<file path="src/rtl/srio2udp_interface.sv">
// srio2udp_interface
//   Return-path width converter. Accepts a frame-delimited 64-bit beat stream
//   from the SRIO side and serialises each beat into 32-bit words for the UDP
//   transmit path. The upper half of a beat is the earlier word. An odd trailing
//   word sits in the lower half with keep[7:4]=0.
//   The converter has a small input FIFO, a half-select FSM with registered
//   outputs, and a per-frame byte-count check against the advertised length.
//
// Ports
//   clk_udp, reset_udp_n        clock, asynchronous active-low reset
//   srio_data_in/keep_in        beat payload and byte enables ([63:32] first)
//   srio_valid_in/ready_out     input handshake
//   srio_first_in/last_in       frame delimiters
//   srio_length_in              frame byte length, taken from the first beat
//   udp_data_out/keep_out       output word and byte enables
//   udp_valid_out/ready_in      output handshake
//   udp_first_out/last_out      output frame delimiters
//   udp_length_out              frame length, held for the whole frame
//   len_err_out                 pulse on the last-word transfer when the
//                               counted bytes differ from udp_length_out
//
// Handshake: a transfer happens on a cycle where valid and ready are both 1.
// valid never depends on ready. Once valid is 1 and ready is 0, the producer
// holds valid and the payload stable until the transfer takes place.
module srio2udp_interface #(
    parameter int DATA_WIDTH = 64,
    parameter int LEN_WIDTH  = 16,
    parameter int BUF_DEPTH  = 2
) (
    input  logic                      clk_udp,
    input  logic                      reset_udp_n,
    input  logic [DATA_WIDTH-1:0]     srio_data_in,
    input  logic [DATA_WIDTH/8-1:0]   srio_keep_in,
    input  logic                      srio_valid_in,
    input  logic                      srio_first_in,
    input  logic                      srio_last_in,
    input  logic [LEN_WIDTH-1:0]      srio_length_in,
    output logic                      srio_ready_out,
    output logic [DATA_WIDTH/2-1:0]   udp_data_out,
    output logic [DATA_WIDTH/16-1:0]  udp_keep_out,
    output logic                      udp_valid_out,
    output logic                      udp_first_out,
    output logic                      udp_last_out,
    output logic [LEN_WIDTH-1:0]      udp_length_out,
    input  logic                      udp_ready_in,
    output logic                      len_err_out
);
    localparam int HALF_W = DATA_WIDTH / 2;
    localparam int KEEP_W = DATA_WIDTH / 8;
    localparam int KEEP_H = KEEP_W / 2;
    localparam int PTR_W  = $clog2(BUF_DEPTH);
    localparam logic [PTR_W:0] FULL_CNT = (PTR_W+1)'(BUF_DEPTH);

    typedef struct packed {
        logic [DATA_WIDTH-1:0] data;
        logic [KEEP_W-1:0]     keep;
        logic                  first;
        logic                  last;
        logic [LEN_WIDTH-1:0]  length;
    } entry_t;

    typedef enum logic [1:0] {
        IDLE = 2'd0,
        HI   = 2'd1,
        LO   = 2'd2
    } state_t;

    function automatic logic [LEN_WIDTH-1:0] popcount(input logic [KEEP_H-1:0] k);
        logic [LEN_WIDTH-1:0] c;
        c = '0;
        for (int i = 0; i < KEEP_H; i++) begin
            c = c + LEN_WIDTH'(k[i]);
        end
        return c;
    endfunction

    // Reset asserts asynchronously. Input acceptance starts only after the first
    // clock edge following deassertion, so nothing is captured during the
    // release.
    logic rst_done;
    always_ff @(posedge clk_udp or negedge reset_udp_n) begin
        if (!reset_udp_n) begin
            rst_done <= 1'b0;
        end else begin
            rst_done <= 1'b1;
        end
    end

    // Input FIFO
    entry_t           mem [BUF_DEPTH];
    logic [PTR_W-1:0] wr_ptr;
    logic [PTR_W-1:0] rd_ptr;
    logic [PTR_W:0]   count;
    logic             push;
    logic             pop;
    entry_t           head;

    // Ready comes from occupancy only. A pop on a full cycle frees space for
    // the next cycle, not for the current one.
    assign srio_ready_out = rst_done && (count != FULL_CNT);
    assign push           = srio_valid_in && srio_ready_out;
    assign head           = mem[rd_ptr];

    always_ff @(posedge clk_udp) begin
        if (push) begin
            mem[wr_ptr] <= {srio_data_in, srio_keep_in, srio_first_in,
                            srio_last_in, srio_length_in};
        end
    end

    always_ff @(posedge clk_udp or negedge reset_udp_n) begin
        if (!reset_udp_n) begin
            wr_ptr <= '0;
            rd_ptr <= '0;
            count  <= '0;
        end else begin
            if (push) wr_ptr <= wr_ptr + PTR_W'(1);
            if (pop)  rd_ptr <= rd_ptr + PTR_W'(1);
            case ({push, pop})
                2'b10:   count <= count + (PTR_W+1)'(1);
                2'b01:   count <= count - (PTR_W+1)'(1);
                default: count <= count;
            endcase
        end
    end

    // Half-select FSM with registered outputs
    state_t            state;
    logic [HALF_W-1:0] wk_data_lo;
    logic [KEEP_H-1:0] wk_keep_lo;
    logic              wk_last;
    logic              seen_first;
    logic              xfer;
    logic              need_load;
    logic              drop;

    assign xfer = udp_valid_out && udp_ready_in;

    // A new entry is needed when idle, or when the current word is the last one
    // of its beat and is leaving now. The head is then loaded in the same
    // cycle, so there is no bubble.
    assign need_load = (state == IDLE) ||
                       (xfer && ((state == LO) || (wk_keep_lo == '0)));
    assign pop = need_load && (count != '0);

    // Beats outside a started frame (after reset) and empty non-last beats
    // produce no output words.
    assign drop = (!seen_first && !head.first) ||
                  ((head.keep == '0) && !head.last);

    always_ff @(posedge clk_udp or negedge reset_udp_n) begin
        if (!reset_udp_n) begin
            state          <= IDLE;
            wk_data_lo     <= '0;
            wk_keep_lo     <= '0;
            wk_last        <= 1'b0;
            seen_first     <= 1'b0;
            udp_data_out   <= '0;
            udp_keep_out   <= '0;
            udp_valid_out  <= 1'b0;
            udp_first_out  <= 1'b0;
            udp_last_out   <= 1'b0;
            udp_length_out <= '0;
        end else if (pop) begin
            if (head.first) seen_first <= 1'b1;
            if (drop) begin
                state         <= IDLE;
                udp_valid_out <= 1'b0;
                udp_first_out <= 1'b0;
                udp_last_out  <= 1'b0;
            end else begin
                wk_data_lo    <= head.data[HALF_W-1:0];
                wk_keep_lo    <= head.keep[KEEP_H-1:0];
                wk_last       <= head.last;
                udp_valid_out <= 1'b1;
                udp_first_out <= head.first;
                if (head.first) udp_length_out <= head.length;
                if (head.keep[KEEP_W-1:KEEP_H] != '0) begin
                    state        <= HI;
                    udp_data_out <= head.data[DATA_WIDTH-1:HALF_W];
                    udp_keep_out <= head.keep[KEEP_W-1:KEEP_H];
                    udp_last_out <= head.last && (head.keep[KEEP_H-1:0] == '0);
                end else begin
                    // If the upper half is empty, the lower word is emitted on
                    // its own. This also covers the keep=0 last beat, which
                    // closes the frame with an empty word.
                    state        <= LO;
                    udp_data_out <= head.data[HALF_W-1:0];
                    udp_keep_out <= head.keep[KEEP_H-1:0];
                    udp_last_out <= head.last;
                end
            end
        end else if (xfer && (state == HI) && (wk_keep_lo != '0)) begin
            state         <= LO;
            udp_data_out  <= wk_data_lo;
            udp_keep_out  <= wk_keep_lo;
            udp_first_out <= 1'b0;
            udp_last_out  <= wk_last;
        end else if (need_load) begin
            state         <= IDLE;
            udp_valid_out <= 1'b0;
            udp_first_out <= 1'b0;
            udp_last_out  <= 1'b0;
        end
    end

    // Frame byte counter. The count restarts on every first word, so a frame
    // truncated by a new first is never reported.
    logic [LEN_WIDTH-1:0] byte_cnt;
    logic [LEN_WIDTH-1:0] cnt_next;

    assign cnt_next    = (udp_first_out ? '0 : byte_cnt) + popcount(udp_keep_out);
    assign len_err_out = xfer && udp_last_out && (cnt_next != udp_length_out);

    always_ff @(posedge clk_udp or negedge reset_udp_n) begin
        if (!reset_udp_n) begin
            byte_cnt <= '0;
        end else if (xfer) begin
            byte_cnt <= cnt_next;
        end
    end
endmodule

</file>
<file path="config.mk">
export PLATFORM = sky130hd
export DESIGN_NAME = srio2udp_interface
export DESIGN_NICKNAME = d
export VERILOG_FILES = /design/src/rtl/srio2udp_interface.sv
export SDC_FILE = /design/constraint.sdc
export NUM_CORES = 1
export LEC_CHECK = 0
export ABC_AREA = 1
export ABC_CLOCK_PERIOD_IN_PS = 6500
export BUFFER_PORTS_ARGS = -buffer_cell sky130_fd_sc_hd__buf_2
export CAP_MARGIN = 20
export CORE_ASPECT_RATIO = 1.1
export CORE_MARGIN = 4
export CORE_UTILIZATION = 27
export CTS_BUF_LIST = sky130_fd_sc_hd__clkbuf_4 sky130_fd_sc_hd__clkbuf_8
export DETAILED_ROUTE_END_ITERATION = 6
export PLACE_DENSITY = 0.55
export SYNTH_ARGS = -nofsm -noshare
export SYNTH_HDL_FRONTEND = slang
export SYNTH_SLANG_ARGS = --single-unit
</file>
<file path="constraint.sdc">
create_clock -name clk_udp -period 6.5 [get_ports clk_udp]
set_clock_uncertainty 0.2 [all_clocks]
set_input_delay 0.325 -clock clk_udp [delete_from_list [all_inputs] [get_ports clk_udp]]
set_output_delay 0.325 -clock clk_udp [all_outputs]
set_load 0.02 [all_outputs]
</file>
======== Word level (Yosys, flattened, before mapping) ========
Memories as Yosys holds them, arrays and structs flattened.
Index checks and enable logic that the tools add are counted.
storage, ports and cells
  memories ................................ 1
  flip-flop bits (word level) ............. 116
  RAM bits ................................ 180
  word-level logic and storage cells ...... 96
  output and inout bits ................... 57
  input bits .............................. 94
memory list
  name  words  bits a word  rd ports  clocked after Yosys merged registers in  wr ports  line  source
  mem   2      90           1         0                                        1         90    entry_t mem [BUF_DEPTH];
cells by class
  reductions and logical operators ........ 34
  mux-type cells .......................... 28
  bitwise operators ....................... 1
  $add $sub $neg .......................... 8
  equal/unequal tests ..................... 8
operators with widths
  operator                                        count
  2-to-1 mux 32 bit                               4
  adder 16 x 4 -> 16 bit                          1
  2-to-1 mux 16 bit                               1
  2-to-1 mux 4 bit                                4
  != test 16 bit                                  1
  2-to-1 mux 1 bit                                13
  logical AND 1 bit                               12
  2-to-1 mux 2 bit                                5
  zero test 4 bit                                 2
  zero test 8 bit                                 1
  AND reduction 2 bit                             4
  nonzero test 2 bit                              4
  nonzero test 4 bit                              2
  != test 2 bit (second input constant)           3
  adder 3 x 1 -> 4 bit                            1
  == test 2 x 1 -> 1 bit (second input constant)  2
  == test 2 bit (second input constant)           2
  one-hot mux 2 bit (2 select lines)              1
  adder 2 x 1 -> 3 bit                            1
  zero test 1 bit                                 3
  logical OR 1 bit                                3
  AND reduction 3 bit                             1
  nonzero test 3 bit                              1
  adder 1 bit (second input constant)             2
  5 further kinds                                 5

======== Longest topological paths before layout ========
Gate-level depths: netlist of run 1.
  word-level depth ........................ 7
  gate-level depth with buffers ........... 20
  mapped depth without buffers ............ 18

======== Worst setup path after synthesis of run 1 ========
No wires, ideal clock.
  path kind ............................... reg2reg
  start ................................... reg count[1]
  end ..................................... mem mem[0][0] (netlist name), enable pin
  clock period less this slack ............ 5.331 ns
  arrival ................................. 4.591 ns
  buffers on the path ..................... 0
  path slack .............................. 1.169 ns
  library setup time ...................... 0.540 ns
  cell stages (with the launch flop) ...... 5
  path through ............................ dfrtp_1 > inv_1 > o21a_1 > nand2_1 > nor2_1
between the ends
  word-level cells in the longest chain between the ends .. 5
RTL lines
  item                                    line  source
  start: declaration                      93    logic [PTR_W:0] count;
  start signal: assignment                120   2'b10: count <= count + (PTR_W+1)'(1);
  start signal: assignment                121   2'b01: count <= count - (PTR_W+1)'(1);
  start signal: assignment                122   default: count <= count;
  != test 2 bit                           100   assign srio_ready_out = rst_done && (count != FULL_CNT);
  logical AND 1 bit                       100
  via srio_ready_out                      38    output logic srio_ready_out,
  logical AND 1 bit                       101   assign push = srio_valid_in && srio_ready_out;
  2-to-1 mux 1 bit                        105   if (push) begin
  2-to-1 mux 1 bit (not written as such)  106   mem[wr_ptr] <= {srio_data_in, srio_keep_in, srio_first_in,
  end: declaration                        90
The timed path passes the listed nets, and every way through them passes these cells.

======== Final worst setup path of run 1 ========
  start ................................... reg udp_keep_out[0]
  end ..................................... out len_err_out
between the ends
  word-level cells in the longest chain between the ends .. 6
RTL lines
  item                      line  source
  start: declaration        40    output logic [DATA_WIDTH/16-1:0] udp_keep_out,
  start signal: assignment  181   udp_keep_out <= head.keep[KEEP_W-1:KEEP_H];
  start signal: assignment  189   udp_keep_out <= head.keep[KEEP_H-1:0];
  start signal: assignment  196   udp_keep_out <= wk_keep_lo;
  adder 1 x 1 -> 2 bit      72    c = c + LEN_WIDTH'(k[i]);
  adder 2 x 1 -> 3 bit      72
  adder 3 x 1 -> 4 bit      72
  adder 16 x 4 -> 16 bit    212   assign cnt_next = (udp_first_out ? '0 : byte_cnt) + popcount(udp_keep_out);
  != test 16 bit            213   assign len_err_out = xfer && udp_last_out && (cnt_next != udp_length_out);
  logical AND 1 bit         213
  end: declaration          46    output logic len_err_out
Every way passes these cells.

==> impl_metrics.tcl, run 1 <==
set metrics [dict create \
    layout_commonest_cell "sky130_fd_sc_hd__nand2_1" \
    cts_resized 0 \
    clockRootBuffer "sky130_fd_sc_hd__clkbuf_8" \
    grt_antenna_before_repair 2 \
    grt_remaining_overflow 0 \
    timing.max_cap.violations 0 \
    postLayoutCoreUtil_pct 35.0 \
    post_synth_inst_count 1250 \
    num_io_pins 151 \
    finish.net_count 1595 \
    fin_crit_ns 4.48 \
    number_of_instances_in_the_placed_design 1937 \
    final_cell_count_no_fill 2129 \
    standard_cell_rows 82 \
    synth_ff_type "sky130_fd_sc_hd__edfxtp_1" \
    layout.cells.most_common_list "325 x sky130_fd_sc_hd__nand2_1, 180 x sky130_fd_sc_hd__edfxtp_1, 174 x sky130_fd_sc_hd__nor2_1" \
    post-route-period-util_pct 68.9 \
    dieHeight_um 235 \
    timing.critical_path.slowest_stage_cell "sky130_fd_sc_hd__fa_1" \
    path_clk_slew_ns 0.07 \
    setup_tns_ns 0 \
    worst_hold_path_type "input pin to asynchronous set/reset pin" \
    critical_path.max_stage_delay_ns 0.55 \
    postSynthNetCount 1349 \
    drc_errors 0 \
    max_clock_freq_ghz 0.223 \
    worstSetupEndpointType "primary output" \
    grtUsageTotal_pct 13.0 \
    yosysWarningCount 0 \
    timing.critical_path.fanout_max 7 \
    outcome "complete, no violations" \
    detailedPlacementHpwl_mm 20.8 \
    initialDrtViolationCount 441 \
    max-slew-margin-rel_pct 34.5 \
    power.static_leakage_nw 6.76 \
    postSynthAreaPerCell_um2 10.1 \
    worst_path_cell_trace "fa_1, inv_1, fa_1, fa_1, inv_1, nand4_1, nor2_2, nand4_1, nand3_1, nand2_1, nor2_1, nand3_1, nor2_1, nor2_1, buf_2" \
    cts-buffers-inserted 52 \
    drive_above_1_share_pct 19.7 \
    power.density_mw_per_mm2 481 \
    yosys.cell_types.count 37 \
    mapped_cell_area_mm2 0.0126 \
    area_inside_the_core_boundary_mm2 0.0459 \
    grt_max_degree 91 \
    io_buffers 150 \
    initial_utilization_pct 27.5 \
    cts_tree "done" \
    number_of_global_route_vias_before_repair 9457 \
    maxSlewViolCount 0 \
    clkSinkCount 296 \
    flow.area_growth_from_synthesis_pct 27.0 \
    data_required_time_at_the_worst_endpoint_ns 5.97 \
    clk_path_buf_depth 3 \
    finalWirelength_mm 33.0 \
    firstDrtPassIters 5 \
    gp_routability_congestion 0.854 \
    vias_per_cell 4.44 \
    source_of_the_critical_timing_path "udp_keep_out[0]" \
    critPathLaunchType "flip-flop" \
    routed-via-count 9444 \
    worst-slew-pin-transition_ns 0.983 \
    routedWlPerCell_um 15.5 \
    synth_enable_flop_cells 180 \
    critPathArrivalTime_ns 3.95 \
    layout.cell_area.non_filler_mm2 0.0160 \
    die_x_um 214 \
    report.final.setup_viol 0 \
    grt_first_pass_wirelength_mm 52.1 \
    die_area_mm2 0.0503 \
    timing.rr.start "rd_ptr" \
    path_class "flip-flop to primary output" \
    rsz_0062_raised_after_global_routing "no" \
    worst_skew_pair_later_pin_latency_ns 0.63 \
    hold_violations 0 \
    synth-async-reset-ratio_pct 39.2 \
    synth.yosys.seq_area_share_pct 65.8 \
    route.antenna.remaining_nets 0 \
    cts.htree.levels 2 \
    synth_seq_cells 296 \
    dpl_cell_area_mm2 0.0139 \
    max_rail_drop_vdd_mv 0.302 \
]
==> per-stage QoR <==
step | hold WS (ns) | setup WS, ns | power, W
2_1_floorplan | -0.171 | 1.17 | 0.00499
3_3_place_gp | 0.186 | 2.23 | 0.00580
3_5_place_dp | 0.183 | 2.15 | 0.00589
4_1_cts | 0.0495 | 1.93 | 0.00786
5_1_grt | 0.111 | 1.65 | 0.00834
6_report | 0.0739 | 2.02 | 0.00772
==> synthesized netlist by cell type (3+ instances only) <==
cell type | number | area (um2)
sky130_fd_sc_hd__nand2_1 | 326 | 1220
sky130_fd_sc_hd__edfxtp_1 | 180 | 5410
sky130_fd_sc_hd__nor2_1 | 176 | 661
sky130_fd_sc_hd__dfrtp_1 | 116 | 2900
sky130_fd_sc_hd__a21oi_1 | 100 | 500
sky130_fd_sc_hd__inv_1 | 89 | 334
sky130_fd_sc_hd__nand3_1 | 52 | 260
sky130_fd_sc_hd__o21ai_0 | 39 | 195
sky130_fd_sc_hd__or2_2 | 35 | 219
sky130_fd_sc_hd__o211ai_1 | 32 | 240
sky130_fd_sc_hd__buf_2 | 28 | 140
sky130_fd_sc_hd__clkbuf_1 | 14 | 52.6
sky130_fd_sc_hd__buf_1 | 7 | 26.3
sky130_fd_sc_hd__buf_4 | 7 | 52.6
sky130_fd_sc_hd__nand4_1 | 5 | 31.3
sky130_fd_sc_hd__o21a_1 | 5 | 37.5
sky130_fd_sc_hd__a31oi_1 | 3 | 18.8
sky130_fd_sc_hd__fa_1 | 3 | 60.1
sky130_fd_sc_hd__inv_2 | 3 | 11.3
sky130_fd_sc_hd__o21ai_1 | 3 | 15.0
sky130_fd_sc_hd__xor2_1 | 3 | 26.3
==> final timing paths <==
| kind | to | slack [ns] | cells past startpoint |
|---|---|---|---|
| worst max-delay path | len_err_out | 2.02 | 15 |
| worst min register to register | seen_first | 0.27 | 1 |
| max in group asynchronous | wk_data_lo[13] | 4.81 | 3 |
| worst max register to register | udp_data_out[24] | 2.22 | 11 |
| min in group clk_udp | mem[1][34] | 0.22 | 2 |
| worst min-delay path | udp_length_out[12] | 0.07 | 2 |
==> routing by layer <==
metal / global-route usage [%] / part of all wire [%]
met2: 22.2 / 49
met4: 4.17 / 2.0
met1: 16.4 / 44
met5: 0 / 0.021
met3: 2.82 / 5.2
==> what timing repair did <==
action                     in CTS  in global routing
hold endpoints to repair      244                  0
hold buffers                   92                  0
buffers inserted                0                  0
setup endpoints to repair       0                  0
==> registers in the layout, summed over array words and instances (netlist names), 2 cells and up <==
register and cells:
mem 180, udp_data_out 32, wk_data_lo 32, byte_cnt 16, udp_length_out 16, udp_keep_out 4
wk_keep_lo 4, count 2, state 2
==> report_power, final <==
part | total [W] | internal, W | switching (W)
Combinational | 0.00302 | 0.000959 | 0.00206
Sequential | 0.00281 | 0.00253 | 0.000281
Clock | 0.00188 | 0.00110 | 0.000784
Total | 0.00772 | 0.00459 | 0.00313
==> kinds of logic (layout without fill, tap and decap cells) <==
group | Yosys count | in the layout | synth area share [%]
buffers and inverters | 151 | 441 | 5.11
multiplexers | 2 | 2 | 0.159
AND/OR/NAND/NOR | 604 | 604 | 19.6
adder cells (fa/ha/maj) | 5 | 5 | 0.674
XOR/XNOR | 4 | 4 | 0.278
other | 1 | 2 | 0.0297
AO/OA/AOI/OAI | 187 | 187 | 8.29
flip-flops | 296 | 296 | 65.8
==> worst max-delay path, delay by kind of cell, from the launching register on <==
family / cells / cell delay, ns
DFF: 1 / 0.42
adders and majority gates: 3 / 1.43
buffers and inverters: 3 / 0.32
and+or+nand+nor: 9 / 1.16
==> layout make-up <==
cell class	instances	area, um2
Antenna cell	1	2.50
Clock buffer	79	993
Clock inverter	19	181
Fill cell	4585	29800
Inverter	93	352
Multi-Input combinational cell	803	3700
Sequential cell	296	8310
Tap cell	588	736
Timing Repair Buffer	250	1760
(Power assumes the default switching activity.)
==> run 2: changes to the inputs <==
--- a/config.mk
+++ b/config.mk
@@ -6,7 +6,7 @@
 export NUM_CORES = 1
 export LEC_CHECK = 0
 export ABC_AREA = 1
-export ABC_CLOCK_PERIOD_IN_PS = 6500
+export ABC_CLOCK_PERIOD_IN_PS = 4630
 export BUFFER_PORTS_ARGS = -buffer_cell sky130_fd_sc_hd__buf_2
 export CAP_MARGIN = 20
 export CORE_ASPECT_RATIO = 1.1
==> constraint.sdc (replaced) <==
create_clock -name clk_udp -period 4.63 [get_ports clk_udp]
set_clock_uncertainty 0.2 [all_clocks]
set_input_delay 0.2315 -clock clk_udp [delete_from_list [all_inputs] [get_ports clk_udp]]
set_output_delay 0.2315 -clock clk_udp [all_outputs]
set_load 0.02 [all_outputs]
==> run 2 against run 1 <==
Die area stayed put. Worst setup slack worse by 1.7 ns. Cell area is 0.22% higher. Total power is 40% higher. Combinational power is 42% higher. Flip-flop and latch count stayed put. Worst hold slack better by 0.049 ns. Global-route usage is 0.32 points higher.
==> impl_metrics.tcl, run 2 (synthesis gave the netlist of run 1 again) <==
set metrics [dict create \
    postLayoutCoreUtil_pct 35.0 \
    clkSinkCount 296 \
    worstSetupEndpointType "primary output" \
    layout.cells.most_common_list "325 x sky130_fd_sc_hd__nand2_1, 180 x sky130_fd_sc_hd__edfxtp_1, 174 x sky130_fd_sc_hd__nor2_1" \
    finish.net_count 1603 \
    drive_above_1_share_pct 20.1 \
    grt_first_pass_wirelength_mm 53.5 \
    clk_path_buf_depth 3 \
    timing.critical_path.fanout_max 7 \
    worst_skew_pair_later_pin_latency_ns 0.64 \
    initial_utilization_pct 27.5 \
    max-slew-margin-rel_pct 31.2 \
    grtUsageTotal_pct 13.3 \
    routedWlPerCell_um 15.7 \
    critPathArrivalTime_ns 3.91 \
    number_of_global_route_vias_before_repair 9575 \
    grt_max_degree 91 \
    cts_tree "done" \
    layout_commonest_cell "sky130_fd_sc_hd__nand2_1" \
    reg2regPathDepth 11 \
    post-route-period-util_pct 93.7 \
    maxSlewViolCount 0 \
    data_required_time_at_the_worst_endpoint_ns 4.20 \
    power.static_leakage_nw 6.78 \
    num_io_pins 151 \
    worst-slew-pin-transition_ns 1.03 \
    standard_cell_rows 82 \
    largest_reg_flops 180 \
    vias_per_cell 4.39 \
    path_clk_slew_ns 0.06 \
    cts.htree.levels 2 \
    drc_errors 0 \
    regToRegSetupSlack_ns 0.80 \
    path_class "flip-flop to primary output" \
    cts-buffers-inserted 52 \
    routed-via-count 9373 \
    clockRootBuffer "sky130_fd_sc_hd__clkbuf_8" \
    whs_path_depth 2 \
    outcome "complete, no violations" \
    max_clock_freq_ghz 0.231 \
    max_rail_drop_vdd_mv 0.431 \
    flow.area_growth_from_synthesis_pct 27.3 \
    critPathLaunchType "flip-flop" \
    grt_antenna_before_repair 3 \
    dieHeight_um 235 \
    grt_remaining_overflow 0 \
    firstDrtPassIters 5 \
    die_area_mm2 0.0503 \
    detailedPlacementHpwl_mm 21.4 \
    finalWirelength_mm 33.6 \
    die_x_um 214 \
    route.antenna.remaining_nets 0 \
    power.density_mw_per_mm2 672 \
    initialDrtViolationCount 442 \
    area_inside_the_core_boundary_mm2 0.0459 \
    hold_violations 0 \
    reg_top3 "mem x180, udp_data_out x32, wk_data_lo x32" \
    power_w 0.0108 \
    gp_routability_congestion 0.822 \
    max_flop_register "mem" \
    worst_hold_path_type "input pin to flip-flop" \
    fin_crit_ns 4.34 \
    fillCellCount 4609 \
    io_buffers 150 \
    report.final.setup_viol 0 \
    timing.max_cap.violations 0 \
    setup_tns_ns 0 \
]
-- run 2: cell types whose count changed in the layout (fill, tap and decap cells not counted), moves of 2 or more --
cell and change:
sky130_fd_sc_hd__clkbuf_4 +10, sky130_fd_sc_hd__bufinv_16 -3, sky130_fd_sc_hd__buf_4 +4, sky130_fd_sc_hd__dlygate4sd3_1 +3, sky130_fd_sc_hd__buf_12 +2, sky130_fd_sc_hd__clkinv_1 -3, sky130_fd_sc_hd__clkinv_2 -5
-- run 2: stage by stage --
stage | setup WS [ns] | area, um2 | hold slack [ns] | cells
floorplan | -0.701 | 12600 | -0.264 | 1250
global placement | 0.761 | 14000 | 0.138 | 1942
detailed placement | 0.729 | 14000 | 0.143 | 1942
CTS | 0.0986 | 16000 | 0.0390 | 2134
global route | -0.00543 | 16100 | 0.0761 | 2136
finish | 0.292 | 16100 | 0.123 | 2137
-- run 2: worst paths after layout --
path / start / end
min: srio_data_in[5] / mem[1][31]
max reg2reg: rd_ptr / udp_data_out[19]
min reg2reg: seen_first / seen_first
max in group asynchronous: reset_udp_n / udp_data_out[13]
min in group asynchronous: reset_udp_n / udp_length_out[15]
max: udp_keep_out[0] / len_err_out
-- run 2: area by class of cell --
type                            count  area (um2)  area share (%)
Sequential cell                   296        8310            51.7
Inverter                           93         354            2.20
Clock inverter                      8        56.3           0.350
Tap cell                          588         736            4.58
Clock buffer                       89        1070            6.65
Antenna cell                        2        5.00          0.0312
Multi-Input combinational cell    803        3700            23.1
Timing Repair Buffer              258        1830            11.4
-- run 2: per-layer routing --
layer  vias to the layer above  global-route usage [%]  share of wire [%]
met2                       220                    22.9                 49
met3                        76                    3.31                5.3
met4                         2                    5.03                3.0
met1                      4425                    16.1                 43
met5                         -                       0              0.039
li1                       4650                       -                  -
-- run 2: what timing repair did --
item	CTS	global route
hold endpoints to repair	266	0
endpoints found under the setup margin	0	1
gates resized for setup	0	4
hold buffers	95	0
buffers inserted	0	1
-- run 2: worst max-delay path: stages (launching register included) --
cell and delay [ns]:
sky130_fd_sc_hd__dfrtp_1 0.41, sky130_fd_sc_hd__fa_1 0.54, sky130_fd_sc_hd__inv_1 0.05, sky130_fd_sc_hd__fa_1 0.44, sky130_fd_sc_hd__fa_2 0.38, sky130_fd_sc_hd__nor2_1 0.45, sky130_fd_sc_hd__nand2_1 0.13, sky130_fd_sc_hd__nand3_1 0.09
sky130_fd_sc_hd__nand2_1 0.07, sky130_fd_sc_hd__nor2_1 0.14, sky130_fd_sc_hd__nand2_1 0.07, sky130_fd_sc_hd__nor2_1 0.12, sky130_fd_sc_hd__nand3_1 0.08, sky130_fd_sc_hd__nor2_1 0.09, sky130_fd_sc_hd__nor2_1 0.06, sky130_fd_sc_hd__buf_2 0.16
-- run 2: power breakdown --
group / switching [W] / leakage (nW) / internal, W
clock: 0.00112 / 0.606 / 0.00146
combinational: 0.00291 / 3.17 / 0.00137
sequential: 0.000393 / 3.00 / 0.00355
